### src/rtl/dpram_fifo_ctrl.sv
// Streaming FIFO sequencer wrapped around an external dual-port RAM with registered reads.
// Data path: accept -> RAM write -> read issue -> RD_LATENCY return pipeline -> skid buffer -> downstream.
module dpram_fifo_ctrl #(
  parameter int DATA_W     = 14,
  parameter int ADDR_W     = 18,
  parameter int DEPTH      = 262144,
  parameter int RD_LATENCY = 2,
  parameter int SKID_DEPTH = 4
) (
  input  logic              clock,
  input  logic              aclr,
  input  logic              flush,
  input  logic              in_valid,
  output logic              in_ready,
  input  logic [DATA_W-1:0] in_data,
  output logic              out_valid,
  input  logic              out_ready,
  output logic [DATA_W-1:0] out_data,
  output logic              mem_wren,
  output logic [ADDR_W-1:0] mem_wraddress,
  output logic [DATA_W-1:0] mem_data,
  output logic [ADDR_W-1:0] mem_rdaddress,
  input  logic [DATA_W-1:0] mem_q,
  output logic [ADDR_W:0]   level,
  output logic              full,
  output logic              empty
);

  localparam int LVL_W = ADDR_W + 1;
  localparam int SK_AW = (SKID_DEPTH > 1) ? $clog2(SKID_DEPTH) : 1;
  localparam int SK_CW = $clog2(SKID_DEPTH + 1);
  localparam int OCC_W = $clog2(SKID_DEPTH + RD_LATENCY + 1);
  localparam logic [ADDR_W-1:0] LAST_ADDR = ADDR_W'(DEPTH - 1);
  localparam logic [SK_AW-1:0]  LAST_SKID = SK_AW'(SKID_DEPTH - 1);
  localparam logic [LVL_W-1:0]  DEPTH_LVL = LVL_W'(DEPTH);

  logic [ADDR_W-1:0]     wr_ptr_q, wr_ptr_d, rd_ptr_q, rd_ptr_d;
  logic [LVL_W-1:0]      level_q, level_d;
  logic [LVL_W-1:0]      avail_q, avail_d;
  logic [RD_LATENCY-1:0] vld_q, vld_d;
  logic [DATA_W-1:0]     skid_q [SKID_DEPTH];
  logic [DATA_W-1:0]     skid_d [SKID_DEPTH];
  logic [SK_AW-1:0]      head_q, head_d, tail_q, tail_d;
  logic [SK_CW-1:0]      cnt_q, cnt_d;
  logic                  mem_wren_q, mem_wren_d;
  logic [ADDR_W-1:0]     mem_wraddress_q, mem_wraddress_d;
  logic [ADDR_W-1:0]     mem_rdaddress_q, mem_rdaddress_d;
  logic [DATA_W-1:0]     mem_data_q, mem_data_d;

  logic                  accept, pop, capture, issue;
  logic [OCC_W-1:0]      occupancy;

  function automatic logic [ADDR_W-1:0] addr_inc(input logic [ADDR_W-1:0] a);
    return (a == LAST_ADDR) ? '0 : a + 1'b1;
  endfunction

  function automatic logic [SK_AW-1:0] skid_inc(input logic [SK_AW-1:0] p);
    return (p == LAST_SKID) ? '0 : p + 1'b1;
  endfunction

  assign in_ready  = !aclr && !flush && (level_q < DEPTH_LVL);
  assign out_valid = (cnt_q != '0);
  assign accept    = in_valid && in_ready;
  assign pop       = out_valid && out_ready;
  assign capture   = vld_q[RD_LATENCY-1];

  // Reads still in the RAM pipeline already own a skid slot, so the skid can never overflow.
  always_comb begin
    occupancy = OCC_W'(cnt_q);
    for (int i = 0; i < RD_LATENCY; i++) occupancy = occupancy + OCC_W'(vld_q[i]);
  end

  // avail_q counts only committed words, so a read never targets an address still being written.
  assign issue = !flush && (avail_q != '0) && (occupancy < OCC_W'(SKID_DEPTH));

  always_comb begin
    // NOTE: every _d gets its hold value first, so no path through this block can infer a latch.
    wr_ptr_d        = wr_ptr_q;
    rd_ptr_d        = rd_ptr_q;
    level_d         = level_q;
    avail_d         = avail_q;
    head_d          = head_q;
    tail_d          = tail_q;
    cnt_d           = cnt_q;
    skid_d          = skid_q;
    mem_wraddress_d = mem_wraddress_q;
    mem_rdaddress_d = mem_rdaddress_q;
    mem_data_d      = mem_data_q;
    mem_wren_d      = accept;
    vld_d           = vld_q << 1;
    vld_d[0]        = issue;

    if (accept) begin
      mem_wraddress_d = wr_ptr_q;
      mem_data_d      = in_data;
      wr_ptr_d        = addr_inc(wr_ptr_q);
    end
    if (issue) begin
      mem_rdaddress_d = rd_ptr_q;
      rd_ptr_d        = addr_inc(rd_ptr_q);
    end
    if (capture) begin
      skid_d[tail_q] = mem_q;
      tail_d         = skid_inc(tail_q);
    end
    if (pop) head_d = skid_inc(head_q);

    case ({capture, pop})
      2'b10:   cnt_d = cnt_q + 1'b1;
      2'b01:   cnt_d = cnt_q - 1'b1;
      default: cnt_d = cnt_q;
    endcase
    case ({accept, pop})
      2'b10:   level_d = level_q + 1'b1;
      2'b01:   level_d = level_q - 1'b1;
      default: level_d = level_q;
    endcase
    case ({mem_wren_q, issue})
      2'b10:   avail_d = avail_q + 1'b1;
      2'b01:   avail_d = avail_q - 1'b1;
      default: avail_d = avail_q;
    endcase

    // Flush drops everything, including RAM returns still in flight.
    if (flush) begin
      wr_ptr_d   = '0;
      rd_ptr_d   = '0;
      level_d    = '0;
      avail_d    = '0;
      vld_d      = '0;
      head_d     = '0;
      tail_d     = '0;
      cnt_d      = '0;
      mem_wren_d = 1'b0;
    end
  end

  always_ff @(posedge clock or posedge aclr) begin
    if (aclr) begin
      wr_ptr_q        <= '0;
      rd_ptr_q        <= '0;
      level_q         <= '0;
      avail_q         <= '0;
      vld_q           <= '0;
      head_q          <= '0;
      tail_q          <= '0;
      cnt_q           <= '0;
      mem_wren_q      <= 1'b0;
      mem_wraddress_q <= '0;
      mem_rdaddress_q <= '0;
      mem_data_q      <= '0;
      // NOTE: the skid is a handful of flops, not RAM; resetting it keeps out_data at zero after aclr.
      skid_q          <= '{default: '0};
    end else begin
      // NOTE: non-blocking updates make every register see pre-edge values, independent of statement order.
      wr_ptr_q        <= wr_ptr_d;
      rd_ptr_q        <= rd_ptr_d;
      level_q         <= level_d;
      avail_q         <= avail_d;
      vld_q           <= vld_d;
      head_q          <= head_d;
      tail_q          <= tail_d;
      cnt_q           <= cnt_d;
      mem_wren_q      <= mem_wren_d;
      mem_wraddress_q <= mem_wraddress_d;
      mem_rdaddress_q <= mem_rdaddress_d;
      mem_data_q      <= mem_data_d;
      skid_q          <= skid_d;
    end
  end

  assign out_data      = skid_q[head_q];
  assign mem_wren      = mem_wren_q;
  assign mem_wraddress = mem_wraddress_q;
  assign mem_data      = mem_data_q;
  assign mem_rdaddress = mem_rdaddress_q;
  assign level         = level_q;
  assign full          = (level_q == DEPTH_LVL);
  assign empty         = (level_q == '0);

endmodule
### config.mk
export PLATFORM = sky130hd
export DESIGN_NAME = dpram_fifo_ctrl
export DESIGN_NICKNAME = d
export VERILOG_FILES = /design/src/rtl/dpram_fifo_ctrl.sv
export SDC_FILE = /design/constraint.sdc
export NUM_CORES = 1
export LEC_CHECK = 0
export BUFFER_PORTS_ARGS = -buffer_cell sky130_fd_sc_hd__buf_2
export CORE_MARGIN = 8
export CORE_UTILIZATION = 54
export CTS_BUF_LIST = sky130_fd_sc_hd__clkbuf_8
export CTS_CLUSTER_SIZE = 24
export DETAILED_ROUTE_END_ITERATION = 16
export PLACE_DENSITY_LB_ADDON = 0.2
export SLEW_MARGIN = 20
export SYNTH_ARGS = -nofsm -noshare
export SYNTH_HDL_FRONTEND = slang
export SYNTH_SLANG_ARGS = --single-unit
### constraint.sdc
create_clock -name clock -period 14.1 [get_ports clock]
set_clock_uncertainty 0.05 [all_clocks]
set_input_delay 3.525 -clock clock [delete_from_list [all_inputs] [get_ports clock]]
set_output_delay 3.525 -clock clock [all_outputs]
set_load 0.02 [all_outputs]
==> Yosys cells after proc, flatten, opt, wreduce, memory -nomap -nowiden <==
Index checks and enable logic that the tools add are counted.
{ "classes": {"addsub": 12, "magnitude_cmp": 5, "eq_ne": 11, "n_mux": 26, "bitwise_logic": 2, "n_reduce_logical": 19} }
{ "ops": {"columns": ["op", "count"], "rows": [
  ["18-bit 2-to-1 mux", 6],
  ["19-bit case mux with 2 select lines", 2],
  ["56-bit bitwise mux", 1],
  ["14-bit 2-to-1 mux", 3],
  ["19-bit by 1-bit adder with 19-bit output (second input constant)", 2],
  ["19-bit 2-to-1 mux", 2],
  ["19-bit by 1-bit subtractor with 19-bit output (second input constant)", 2],
  ["18-bit by 1-bit adder with 18-bit output (second input constant)", 2],
  ["18-bit equality test (second input constant)", 2],
  ["14-bit binary-select mux with 2-bit select", 1],
  ["14-bit demux with 2-bit select", 1],
  ["19-bit equality test (second input constant)", 1],
  ["19-bit logical NOT", 1],
  ["19-bit < comparator (second input constant)", 1],
  ["19-bit nonzero test", 1],
  ["2-bit 2-to-1 mux", 7],
  ["3-bit nonzero test", 4],
  ["2-bit equality test (second input constant)", 5],
  ["2-bit nonzero test", 4],
  ["1-bit logical AND", 7],
  ["3-bit by 1-bit adder with 3-bit output", 2],
  ["2-bit by 1-bit equality test with 1-bit output (second input constant)", 3],
  ["3-bit >= comparator (second input constant)", 2],
  ["2-bit inverter with 3-bit output", 2],
  ["9 further kinds", 11]
]} }
{ "totals": {"register_bits": 190, "inputBits": 33, "wordCells": 91} }

==> Longest topological paths before layout <==
{ "logic_depth": {"word_depth": 7, "ltp_mapped": 16, "mapped_depth_nobuf": 14} }

==> Worst setup path after synthesis <==
No wires, ideal clock.
{ "synth_path": {"kind": "input -> register", "start": "in aclr", "end": "reg level_q[15], in the netlist level[15]", "arrival_ns": 10.425, "t_required_ns": 13.929, "path_slack_ns": 3.504, "cell_stages": 14, "path_buffers": 1, "cell_sequence": "inv_1 and3_1 buf_2 nand2_1 inv_2 nor2_1 ha_1 a2111oi_2 o211ai_1 a41oi_2 o21ai_2 o221ai_2 xnor2_1 a22o_1"} }
{ "synth_between": {"elab_chain_cells": 7} }
{ "synth_lines": {"columns": ["element", "line_no", "source"], "rows": [
  ["from (decl)", "11", "input logic aclr,"],
  ["1-bit logical NOT (no source line) *", null, null],
  ["1-bit logical AND * (2 in a row)", "61", "assign in_ready = !aclr && !flush && (level_q < DEPTH_LVL);"],
  ["1-bit logical AND *", "63", "assign accept = in_valid && in_ready;"],
  ["2-bit by 1-bit equality test with 1-bit output or 2-bit equality test (tied branches)", "113", "case ({accept, pop})"],
  ["19-bit case mux with 2 select lines", "113", null],
  ["19-bit 2-to-1 mux", "125", "if (flush) begin"],
  ["to (signal assigned)", "158", "level_q <= level_d;"],
  ["to (decl)", "38", "logic [LVL_W-1:0] level_q, level_d;"]
]} }
Mark *: on every way between the ends. The rest lies on a longest branch, timed or not.
A chain may end at the register's enable or synchronous reset.

==> Final worst setup path <==
{ "layout_path": {"start": "in flush", "end": "out in_ready"} }
{ "layout_between": {"elab_chain_cells": 3} }
{ "layout_lines": {"columns": ["element", "line_no", "source"], "rows": [
  ["from (decl)", "12", "input logic flush,"],
  ["1-bit logical NOT", "61", null],
  ["1-bit logical AND (2 in a row)", "61", null],
  ["to (decl)", "14", "output logic in_ready,"]
]} }
No other way between the ends.

==> qor.yml <==
p_comb_share_pct: 45.0
numCtsBuffers: 17
hold_start: "mem_rdaddress[13]"
cts_sinks: 190
drt-pass1-iter-count: 5
fin_area_sq_um: 11300
pwr-share-seq_pct: 36.9
netlist_instances: 955
cp_slowest_cell: "buf_4"
relSlewSlack_pct: 35.3
core-area_sq_um: 18500
fin_crit_ps: 7980
critPathTopFamily: "buffers and inverters"
synth_cell_type_count: 73
drc_errors: 0
die_x_um: 153
period_share_pct: 56.6
end_kind: "output pin"
maxCapViolCount: 0
finalHoldViolCount: 0
start_util_pct: 54.4
fp.dieH_um: 153
timing.fmax_ghz: 0.125
utilization_pct: 61.0
r2r_end: "avail_q[10]"
min_path_type: "register to register"
crit_type: "input port to output pin"
grt_usage_pct: 19.5
grt_pass1_vias: 7535
leakage_nw: 5.49
synth_seq_cells: 190
wire_per_inst_um: 16.9
drt_iter0_drc: 550
route.vias.total: 7573
h-tree-depth: 4
cp.arrival_ps: 4410
gr-total-overflow: 0
startpoint_type: "input port"
yosysSeqAreaShare_pct: 47.2
antenna_left: 0
irDropWorstVdd_mv: 0.0881
ios: 121
crit_chain: "buf_2, buf_4, nor3_1, buf_2"
rsz0062_at_grt: "no"
hpwl_um: 15100
layout.nets: 1140
swShare_pct: 41.3
io_buffers: 120
async_flop_share_pct: 100
clockPowerShare_pct: 18.1
cts_resized: 0
vias_per_cell: 5.79
clk_latency_ps: 480
drv_slew: 0
ctsHoldBuffers: 0
r2r_start: "vld_q[1]"
antennaDiodeCount: 0
routed_wl_um: 22100
cp_common_cell: "buf_2"
root_buffer: "clkbuf_8"
setup_viol: 0
status: "finished, final reports clean"
grt_first_pass_wirelength_um: 37700
p_total_mw: 2.13
grt_max_degree: 112
clk_path_buf_depth: 2
min_to: "mem_rdaddress[13]"
place_area_sq_um: 10900
layout-drive-gt1-share_pct: 26.0
avgSynthCellArea_sq_um: 10.6
path_buf_inv: 3
p_int_mw: 1.25
p_sw_uw: 880
dieArea_sq_um: 23300
synth_flop_cell: "dfrtp_1"
synth_edf_count: 0
cts_tree: "yes"
regToRegSetupSlack_ps: 9130
holdPathStages: 2
area_delta_synth_final_pct: 12.1
synth_area_sq_um: 10100
tns_ps: 0
path_clk_slew_ps: 100
row_count: 50
cpPeakStageDelay_ps: 510
cellPowerDensity_nw_per_um2: 188
cp.required_ps: 10520
ys_warn_count: 0
path_max_fanout: 59
gp_congestion: 0.808
cts_post_setup_buffers_inserted: 0
worstMarginPinSlew_ps: 970
grt_antenna_before_repair: 0
syn_nets: 1033
reg2regPathDepth: 14
-- cells in the mapped netlist (all sizes together), types with 5 or more instances --
master | count | area (sq um)
mux2i | 8 | 80.1
o21a | 7 | 52.6
o211ai | 8 | 65.1
nor2b | 7 | 51.3
nor4 | 11 | 68.8
ha | 42 | 526
or3 | 11 | 75.1
inv | 16 | 60.1
buf | 24 | 118
nand4 | 8 | 50.1
nor2 | 58 | 218
and2 | 5 | 31.3
nand3 | 32 | 160
a21oi | 58 | 290
xor2 | 18 | 158
o21ai | 54 | 274
mux2 | 88 | 991
dfrtp | 190 | 4750
nand2b | 8 | 50.1
a21o | 15 | 113
a22o | 5 | 43.8
nand2 | 138 | 518
a211oi | 9 | 67.6
mux4 | 14 | 315
o31ai | 9 | 67.6
a31oi | 7 | 43.8
and3 | 13 | 81.3
clkbuf | 14 | 52.6
xnor2 | 18 | 165
nor3 | 11 | 66.3
-- flip-flops by register name, summed over array words and instances (netlist names) --
signal and count:
mem_wraddress 18, level 19, tail_q 2, cnt_q 3
mem_wren 1, vld_q 2, avail_q 19, rd_ptr_q 18
wr_ptr_q 18, head_q 2, mem_rdaddress 18, skid_q 56
mem_data 14
-- logic make-up after synthesis --
family	after synthesis	synth area share, %
simple gates	317	14.8
flops	190	47.2
xor+xnor	36	3.20
buf+inv	55	2.32
compound gates	202	12.9
fa+ha+maj	45	5.81
mux	110	13.8
-- layout make-up --
class,count,area (sq um)
Inverter,17,71.3
Tap cell,234,293
Timing Repair Buffer,126,649
Clock inverter,13,170
Fill cell,1564,7220
Multi-Input combinational cell,710,5100
Clock buffer,19,262
Sequential cell,190,4760
-- placed cells by master (no fill, tap or decap), drive strengths merged, types with 5 or more instances in the layout --
master	n
inv	24
a31oi	7
xor2	18
mux4	14
a21o	15
buf	126
mux2i	8
a211oi	9
nor2	58
nand2	138
o21a	7
o31ai	9
mux2	88
nand4	8
or3	11
a21oi	58
and2	5
clkbuf	19
ha	42
o21ai	54
clkinv	5
nand2b	8
nor4	11
nand3	32
a22o	5
xnor2	18
dfrtp	190
nor3	11
and3	13
nor2b	7
o211ai	8
-- stage by stage --
step                std cells  setup slack, ps  hold WS [ps]
floorplan                 955             3500           414
global placement         1277             6090           407
detailed placement       1277             5990           407
CTS                      1309             6100           433
global route             1309             6020           468
finish                   1309             6120           434
-- routing by layer --
metal  GRT usage (%)  wire, um  up-vias
met1            26.3     10500     3723
met5               0         0        -
met4            6.41       308        0
met2            29.8     10300      153
li1                -         -     3671
met3            5.33      1050       26
-- how the worst max path moves through the flow --
stage	cells after the start	slack (ps)	from	endpoint
2_1_floorplan	14	3500	aclr	level[15]
3_3_place_gp	14	6090	flush	avail_q[10]
3_5_place_dp	14	5990	flush	avail_q[10]
4_1_cts	4	6100	flush	in_ready
5_1_grt	4	6020	flush	in_ready
6_report	4	6120	flush	in_ready
-- tightest hold or removal path, delay by kind of cell (launching register included) --
kind	cells	cell delay (ps)
DFF	1	350
and+or+nand+nor	2	110
-- power by group through the flow --
stage / logic [mW] / registers, mW / clock network (mW)
2_1_floorplan: 0.716 / 0.798 / 0
3_3_place_gp: 0.942 / 0.791 / 0
3_5_place_dp: 0.959 / 0.795 / 0
4_1_cts: 0.961 / 0.785 / 0.396
5_1_grt: 1.06 / 0.806 / 0.418
6_report: 0.957 / 0.785 / 0.386
Power figures use the tool's default switching activity.
